==> config.mk <==
export PLATFORM = sky130hd
export DESIGN_NAME = qoi_stream_encoder
export DESIGN_NICKNAME = d
export VERILOG_FILES = /design/src/rtl/qoi_stream_encoder.sv
export SDC_FILE = /design/constraint.sdc
export NUM_CORES = 1
export LEC_CHECK = 0
export CAP_MARGIN = 0
export CORE_MARGIN = 4
export CORE_UTILIZATION = 30
export DETAILED_ROUTE_END_ITERATION = 16
export PLACE_DENSITY = 0.49
export RECOVER_POWER = 50
export REMOVE_ABC_BUFFERS = 1
export SLEW_MARGIN = 40
export SYNTH_ARGS = -nofsm -noshare
export SYNTH_HDL_FRONTEND = slang
export SYNTH_SLANG_ARGS = --single-unit
==> constraint.sdc <==
create_clock -name clk -period 20.8 [get_ports clk]
set_input_delay 5.2 -clock clk [delete_from_list [all_inputs] [get_ports clk]]
set_output_delay 5.2 -clock clk [all_outputs]
set_load 0.02 [all_outputs]
==> src/rtl/qoi_stream_encoder.sv <==
// QOI-style RGB332 frame encoder: pixel BRAM in, RUN/INDEX/DIFF/RAW bytes out.
// Ports: clk, rst (async high), start, rd_en/rd_addr/rd_data, wr_en/wr_addr/wr_data, busy, done, byte_count.
module qoi_stream_encoder #(
  parameter int NUM_PIXELS = 307200,
  parameter int ADDR_W     = 19,
  parameter int RD_LAT     = 1,
  parameter int MAX_RUN    = 62
) (
  input  logic              clk,
  input  logic              rst,
  input  logic              start,
  output logic              rd_en,
  output logic [ADDR_W-1:0] rd_addr,
  input  logic [7:0]        rd_data,
  output logic              wr_en,
  output logic [ADDR_W:0]   wr_addr,
  output logic [7:0]        wr_data,
  output logic              busy,
  output logic              done,
  output logic [ADDR_W:0]   byte_count
);

  localparam int LW = (RD_LAT > 1) ? $clog2(RD_LAT) : 1;
  localparam logic [LW-1:0]     WLAST = LW'(RD_LAT - 1);
  localparam logic [ADDR_W-1:0] PLAST = ADDR_W'(NUM_PIXELS - 1);
  localparam logic [5:0]        RMAX  = 6'(MAX_RUN);

  typedef enum logic [2:0] {
    S_IDLE, S_FETCH, S_WAIT, S_EVAL, S_EMIT, S_DONE
  } state_t;

  state_t            state;
  logic [ADDR_W-1:0] pcnt;
  logic [LW-1:0]     wcnt;
  logic [7:0]        pix;
  logic [7:0]        prev;
  logic [5:0]        run;
  logic [63:0]       idx_valid;
  logic [7:0]        idx [64];
  logic [7:0]        q1;
  logic [7:0]        q2;
  logic [1:0]        rem;
  logic              fin;

  logic [2:0] r, g, rp, gp, dr2, dg2;
  logic [1:0] b, bp, db2;
  logic [7:0] hsum;
  logic [5:0] h;
  logic       last;

  assign r    = pix[7:5];
  assign g    = pix[4:2];
  assign b    = pix[1:0];
  assign rp   = prev[7:5];
  assign gp   = prev[4:2];
  assign bp   = prev[1:0];
  assign hsum = 8'(r) * 8'd3 + 8'(g) * 8'd5 + 8'(b) * 8'd7;
  assign h    = hsum[5:0];
  assign last = (pcnt == PLAST);

  // Biased deltas: a delta of -2..+1 lands in 0..3, so bit 2 clear means it fits.
  assign dr2 = r - rp + 3'd2;
  assign dg2 = g - gp + 3'd2;
  assign db2 = b - bp + 2'd2;

  logic [5:0] rinc;
  logic [5:0] run_nxt;
  logic       upd;
  logic [1:0] nq;
  logic [1:0] opn;
  logic [7:0] op0, op1;
  logic [7:0] b0, b1, b2;

  always_comb begin
    rinc    = run + 6'd1;
    run_nxt = run;
    upd     = 1'b0;
    nq      = 2'd0;
    opn     = 2'd0;
    op0     = 8'h00;
    op1     = 8'h00;
    b0      = 8'h00;
    b1      = 8'h00;
    b2      = 8'h00;
    if (pix == prev) begin
      run_nxt = rinc;
      if (rinc == RMAX || last) begin
        b0      = {2'b11, rinc - 6'd1};
        nq      = 2'd1;
        run_nxt = 6'd0;
      end
    end else begin
      upd     = 1'b1;
      run_nxt = 6'd0;
      if (idx_valid[h] && idx[h] == pix) begin
        op0 = {2'b00, h};
        opn = 2'd1;
      end else if (!dr2[2] && !dg2[2]) begin
        op0 = {2'b01, dr2[1:0], dg2[1:0], db2};
        opn = 2'd1;
      end else begin
        op0 = 8'hFE;
        op1 = pix;
        opn = 2'd2;
      end
      if (run != 6'd0) begin
        b0 = {2'b11, run - 6'd1};
        b1 = op0;
        b2 = op1;
        nq = opn + 2'd1;
      end else begin
        b0 = op0;
        b1 = op1;
        nq = opn;
      end
    end
  end

  always_ff @(posedge clk) begin
    if (state == S_EVAL && upd) idx[h] <= pix;
  end

  always_ff @(posedge clk or posedge rst) begin
    if (rst) begin
      state      <= S_IDLE;
      pcnt       <= '0;
      wcnt       <= '0;
      pix        <= 8'h00;
      prev       <= 8'h00;
      run        <= 6'd0;
      idx_valid  <= 64'd0;
      q1         <= 8'h00;
      q2         <= 8'h00;
      rem        <= 2'd0;
      fin        <= 1'b0;
      rd_en      <= 1'b0;
      rd_addr    <= '0;
      wr_en      <= 1'b0;
      wr_addr    <= '0;
      wr_data    <= 8'h00;
      busy       <= 1'b0;
      done       <= 1'b0;
      byte_count <= '0;
    end else begin
      unique case (state)
        S_IDLE, S_DONE: begin
          if (start) begin
            state      <= S_FETCH;
            pcnt       <= '0;
            prev       <= 8'h00;
            run        <= 6'd0;
            idx_valid  <= 64'd0;
            byte_count <= '0;
            rd_en      <= 1'b1;
            rd_addr    <= '0;
            busy       <= 1'b1;
            done       <= 1'b0;
          end
        end
        S_FETCH: begin
          rd_en <= 1'b0;
          wcnt  <= '0;
          state <= S_WAIT;
        end
        S_WAIT: begin
          if (wcnt == WLAST) begin
            pix   <= rd_data;
            state <= S_EVAL;
          end else begin
            wcnt <= wcnt + 1'b1;
          end
        end
        S_EVAL: begin
          run <= run_nxt;
          fin <= last;
          if (upd) begin
            prev         <= pix;
            idx_valid[h] <= 1'b1;
          end
          if (!last) pcnt <= pcnt + 1'b1;
          if (nq != 2'd0) begin
            wr_en      <= 1'b1;
            wr_data    <= b0;
            wr_addr    <= byte_count;
            byte_count <= byte_count + 1'b1;
            q1         <= b1;
            q2         <= b2;
            rem        <= nq - 2'd1;
            state      <= S_EMIT;
          end else if (last) begin
            state <= S_DONE;
            done  <= 1'b1;
            busy  <= 1'b0;
          end else begin
            state   <= S_FETCH;
            rd_en   <= 1'b1;
            rd_addr <= pcnt + 1'b1;
          end
        end
        S_EMIT: begin
          if (rem != 2'd0) begin
            wr_data    <= q1;
            q1         <= q2;
            wr_addr    <= byte_count;
            byte_count <= byte_count + 1'b1;
            rem        <= rem - 2'd1;
          end else begin
            wr_en <= 1'b0;
            if (fin) begin
              state <= S_DONE;
              done  <= 1'b1;
              busy  <= 1'b0;
            end else begin
              state   <= S_FETCH;
              rd_en   <= 1'b1;
              rd_addr <= pcnt;
            end
          end
        end
        default: state <= S_IDLE;
      endcase
    end
  end

endmodule

-- Word-level counts from Yosys, hierarchy flattened
Memory sizes are Yosys's and may differ from the RTL's.
Index checks and enable logic that the tools add are counted.
W data, S select, Z words.
- bitwise gates (word level): 2
- multiply operators: 3
- multiplexer cells: 86
- add/sub/neg operators: 17
- reduce and logical (&&, ||, !) cells: 29
- $lt $le $gt $ge: 2
- equal/unequal tests: 20
- operators with widths (operator ; count):
    $mux W8 ; 17
    $mux W64 ; 2
    $pmux W64 S2 ; 1
    $mux W20 ; 5
    $mux W19 ; 5
    $or A64 B64 Y64 ; 1
    $pmux W20 S3 ; 1
    $pmux W19 S3 ; 1
    $pmux W8 S2 ; 3
    $pmux W20 S2 ; 1
    $pmux W19 S2 ; 1
    $mux W1 ; 23
    $add A20 B1 Y20 const B ; 1
    $ne A2 B2 Y1 const B ; 10
    $add A19 B1 Y19 const B ; 1
    $eq A19 B19 Y1 const B ; 1
    $mux W3 ; 6
    $mux W6 ; 3
    $reduce_and A6 Y1 ; 3
    $eq A8 B8 Y1 ; 2
    $pmux W3 S5 ; 1
    $reduce_and A3 Y1 ; 5
    $mux W2 ; 7
    $pmux W6 S2 ; 1
    39 further kinds ; 57
- output and inout bits: 71
- memory bits (writable): 512
- logic and storage cells: 179
- input port bits: 11
- register bits after elaboration: 199
- memories kept: 1
- memory list (name ; depth ; bits a word ; read ports ; clocked after Yosys merged registers in ; wr ports ; line ; source):
    idx ; 64 ; 8 ; 1 ; 0 ; 1 ; 39 ; logic [7:0] idx [64];

-- Depth between registers and ports, before layout
- depth in word-level cells: 14
- mapped depth: 28
- depth with buffers taken out: 23

-- Least setup slack after synthesis
OpenSTA, ideal clock, no wires.
- path type: reg-to-reg
- from: register pix[1]
- to: register rem[1]
- path buffers: 5
- period minus slack after synthesis: 7.372 ns
- required time: 20.676 ns
- slack: 13.428 ns
- data arrival time: 7.248 ns
- setup time: 0.124 ns
- stages on the path, launching flop included: 27
- cell sequence: dfrtp_1 > fa_1 > ha_1 > inv_1 > fa_1 > inv_1 > fa_1 > fa_1 > buf_2 > buf_2 > buf_2 > buf_2 > mux4_2 > a22oi_1 > nand3_1 > a221oi_1 > xnor2_1 > nand2_1 > nor4b_4 > buf_2 > nor2_1 > inv_1 > ha_1 > a21oi_1 > or3_1 > o2111ai_1 > a211o_1
- cells in the longest elaborated chain, start to end: 13
- elaborated cells between the ends (all ways): 19
- classes of those cells: 3 x add/sub; 1 x mul; 3 x eq/ne; 8 x mux; 3 x reduce/logical; 1 x memory
- RTL lines (what ; line ; source):
    start, declared ; 35 ; logic [7:0] pix;
    start signal, assigned ; 167 ; pix <= rd_data;
    $mul A2 B3 Y5 ; 57 ; assign hsum = 8'(r) * 8'd3 + 8'(g) * 8'd5 + 8'(b) * 8'd7;
    $add A6 B5 Y6 ; 57 ;
    $mem_v2 Z64 W8 / $bmux W1 S6 (equally long branches) ; -- ;
    $eq A8 B8 Y1 / $mux W1 (equally long branches) ; 95 ; if (idx_valid[h] && idx[h] == pix) begin
    $logic_and A1 B1 Y1 ; 95 ;
    $mux W2 ; 95 ;
    $mux W2 ; 85 ; if (pix == prev) begin
    $add A2 B1 Y2 ; 110 ; nq = opn + 2'd1;
    $mux W2 ; 106 ; if (run != 6'd0) begin
    $mux W2 (*) ; 85 ;
    $sub A2 B1 Y2 / $reduce_bool A2 Y1 (equally long branches) ; 188, 181 ;
    $mux W2 / $ne A2 B1 Y1 (equally long branches) ; -- ;
    $pmux W2 S2 / $reduce_and A3 Y1 (equally long branches) ; -- ;
    end signal, assigned ; 188 ; rem <= nq - 2'd1;
    end signal, assigned ; 206 ; rem <= rem - 2'd1;
    end, declared ; 42 ; logic [1:0] rem;
Mark *: on every way between the ends. The rest lies on a longest branch, timed or not. The select of a mux whose other input is x is not followed.
A chain may end at the register's enable or synchronous reset.

-- Worst setup path after layout
- from: register pix[0]
- to: register rem[1]
The elaborated chain is that of the path after synthesis.

==> reports/qor.txt <==
vias in the first global route: 19,900
clock sinks: 710
Worst Hold Path EP: wr_addr[18]
post-cts resize count: 0
Die W: 326 um
GRT Resource Usage Total: 16.6%
residual DRC count: 0
Req. time, crit path: 21.30 ns
TritonCTS Buffers: 79
leading area contributor after synthesis: edfxtp_1
largest net degree at the start of global routing: 112
Post-CTS Hold Buffers: 0
layout cell share with drive strength beyond 1: 15.1%
Post-synth ARST share: 27.9%
Fin Setup TNS: 0 ns
worst flop-to-flop path startpoint: pix[0]
Synth area leaders: edfxtp_1, dfrtp_1, mux4_2
critical path peak fanout: 72
Initial Utilization: 30.3%
postcts setup bufs: 0
Iter 0 DRT Violations: 1,846
Synth top area share: 50.6%
Synth-to-Final Area Change: 16.6%
WL/cell: 24.2 um
fin cells: 3,709
Crit Path Category: register to register
Yosys cell types: 71
fin nets: 2,331
routed vias: 19,600
GRT Residual Overflow: 0
RSZ-0062 raised after global routing: false
Longest Clk Path Bufs: 3
Post-Synthesis Cells: 2,200
Avg Vias per Cell: 5.28
Slew Limit Fails: 720
hold wc startpoint: wr_addr[18]
EDFF count, synth: 512
placed wire-length estimate: 54,700 um
num rows: 116
crit share post-route: 57.7%
drt first pass iters: 6
RD Place Congestion: 0.885
Post-synth top cells: edfxtp_1, nor2_1, dfrtp_1, nand2_1, o21ai_0
Worst Skew: 0.0287 ns
clock slew at reported path FFs: 0.06 ns
RR Endpoint: rem[1]
Hold Path Depth: 2
Filler Cell Count: 9,738
total die area: 0.106 sq mm
height of the die: 326 um
Mapped Avg Cell Area: 13.8 sq um
Netlist Area Pre-Place: 0.0304 sq mm
Worst R2R Path Depth: 26
worst slew pin tran: 3.86 ns
first-pass GRT wire length: 135,000 um
slew margin rel.: -157%
min Tclk post-route: 12.00 ns
I/O pin count: 82
critical path arrival: 12.50 ns
initial antenna violation count: 2
setup violators final: 0
maximum clock rate: 83.3 MHz
final antenna-violating net count: 0
outcome: finished, violations left
clock latency on the worst-skew pair: 0.64 ns
n_diodes: 0
Synth Register Bits: 710
maxcap violations: 12
ys flop type: edfxtp_1
r2r setup slk: 8.80 ns
failing checks: max-capacitance violations, max-slew violations
most common cell in the synthesized netlist: edfxtp_1
CTS root buf: clkbuf_16
IO Port Bufs: 81
core area: 0.100 sq mm
Final Hold Vio Count: 0
post-synthesis sequential area ratio: 66.9%
Ys Warns: 0
TritonCTS clock tree: done
Hold Path Class: register to register
Routed WL: 89,800 um
depth of the CTS H-tree: 3
nature of the critical path startpoint: register
dpl cells: 3,559
Worst setup EP type: register
[state kept, by name, summed over array words and instances, names as in the netlist, 3 cells and up]
signal / flops
q1: 8
wr_addr: 20
state: 3
byte_count: 20
idx: 512
pix: 8
wr_data: 8
q2: 8
rd_addr: 19
run: 6
pcnt: 19
prev: 8
idx_valid: 64
[critical path, cell delays in order (launching register included)]
cell	delay [ns]
dfrtp_2	0.33
clkbuf_1	2.44
fa_1	0.79
ha_1	0.30
inv_1	0.05
fa_1	0.54
inv_1	0.05
fa_1	0.51
fa_1	2.19
buf_4	0.87
nand2_1	0.60
o221ai_1	0.38
a221oi_1	0.14
a2111oi_0	0.43
nor4_1	0.13
xnor2_1	0.15
o211ai_1	0.30
nor4b_4	0.08
buf_4	0.23
nor2_1	0.22
inv_1	0.07
ha_1	0.27
a21oi_1	0.07
nand2_1	0.10
nand2_1	0.10
and3_1	0.18
a211o_1	0.26
[final cells by class]
type | instances | area (sq um) | area share (%)
Clock buffer | 103 | 2130 | 6.02
Timing Repair Buffer | 124 | 1120 | 3.15
Inverter | 38 | 144 | 0.406
Multi-Input combinational cell | 1332 | 9520 | 26.9
Sequential cell | 710 | 20300 | 57.4
Clock inverter | 45 | 462 | 1.30
Tap cell | 1357 | 1700 | 4.80
[routing by layer]
metal  global-route usage [%]  share of wire (%)  vias up
met1                     22.5                 43    10100
met5                        0                  0        -
met4                     4.99                2.7        0
li1                         -                  -     8506
met2                     27.3                 48      806
met3                     3.09                6.9      143
[worst max path at each step]
stage,slack [ns],endpoint,depth (start not counted),startpoint
global route,8.14,rem[1],26,pix[0]
global placement,11.78,rem[1],25,pix[0]
CTS,11.86,rem[1],25,pix[0]
floorplan,8.92,rem[1],21,pix[1]
detailed placement,11.88,rem[1],25,pix[6]
finish,8.80,rem[1],26,pix[0]
[through the flow]
stage | instance area, sq um | utilization (%) | setup slack, ns | hold slack, ns
global route | 35400 | 35.3 | 8.14 | 0.510
CTS | 35500 | 35.3 | 11.86 | 0.485
global placement | 32700 | 32.6 | 11.78 | 0.462
floorplan | 29800 | - | 8.92 | 0.450
finish | 35400 | 35.3 | 8.80 | 0.477
detailed placement | 32900 | 32.8 | 11.88 | 0.464
[cells by family after synthesis]
logic type / share of synthesized area (%)
AOI/OAI and AO/OA: 8.63
adders and majority gates: 1.64
DFF: 66.9
muxes: 9.19
xor gates and xnor gates: 1.20
and+or+nand+nor: 9.90
buffers and inverters: 2.48
[layout by cell type, fill, tap and decap left out, drive strengths merged, types with 67 or more instances in the layout]
cell type and instances:
nor2 304, dfrtp 198, mux4 85, nand3 67, clkdlybuf4s50 72, clkbuf 117, a21oi 83, o21ai 102
nand2 194, edfxtp 512
Power is left out: the tool's default activity adds up to more than one toggle a clock period on the data nets, which glitch-free logic cannot reach.
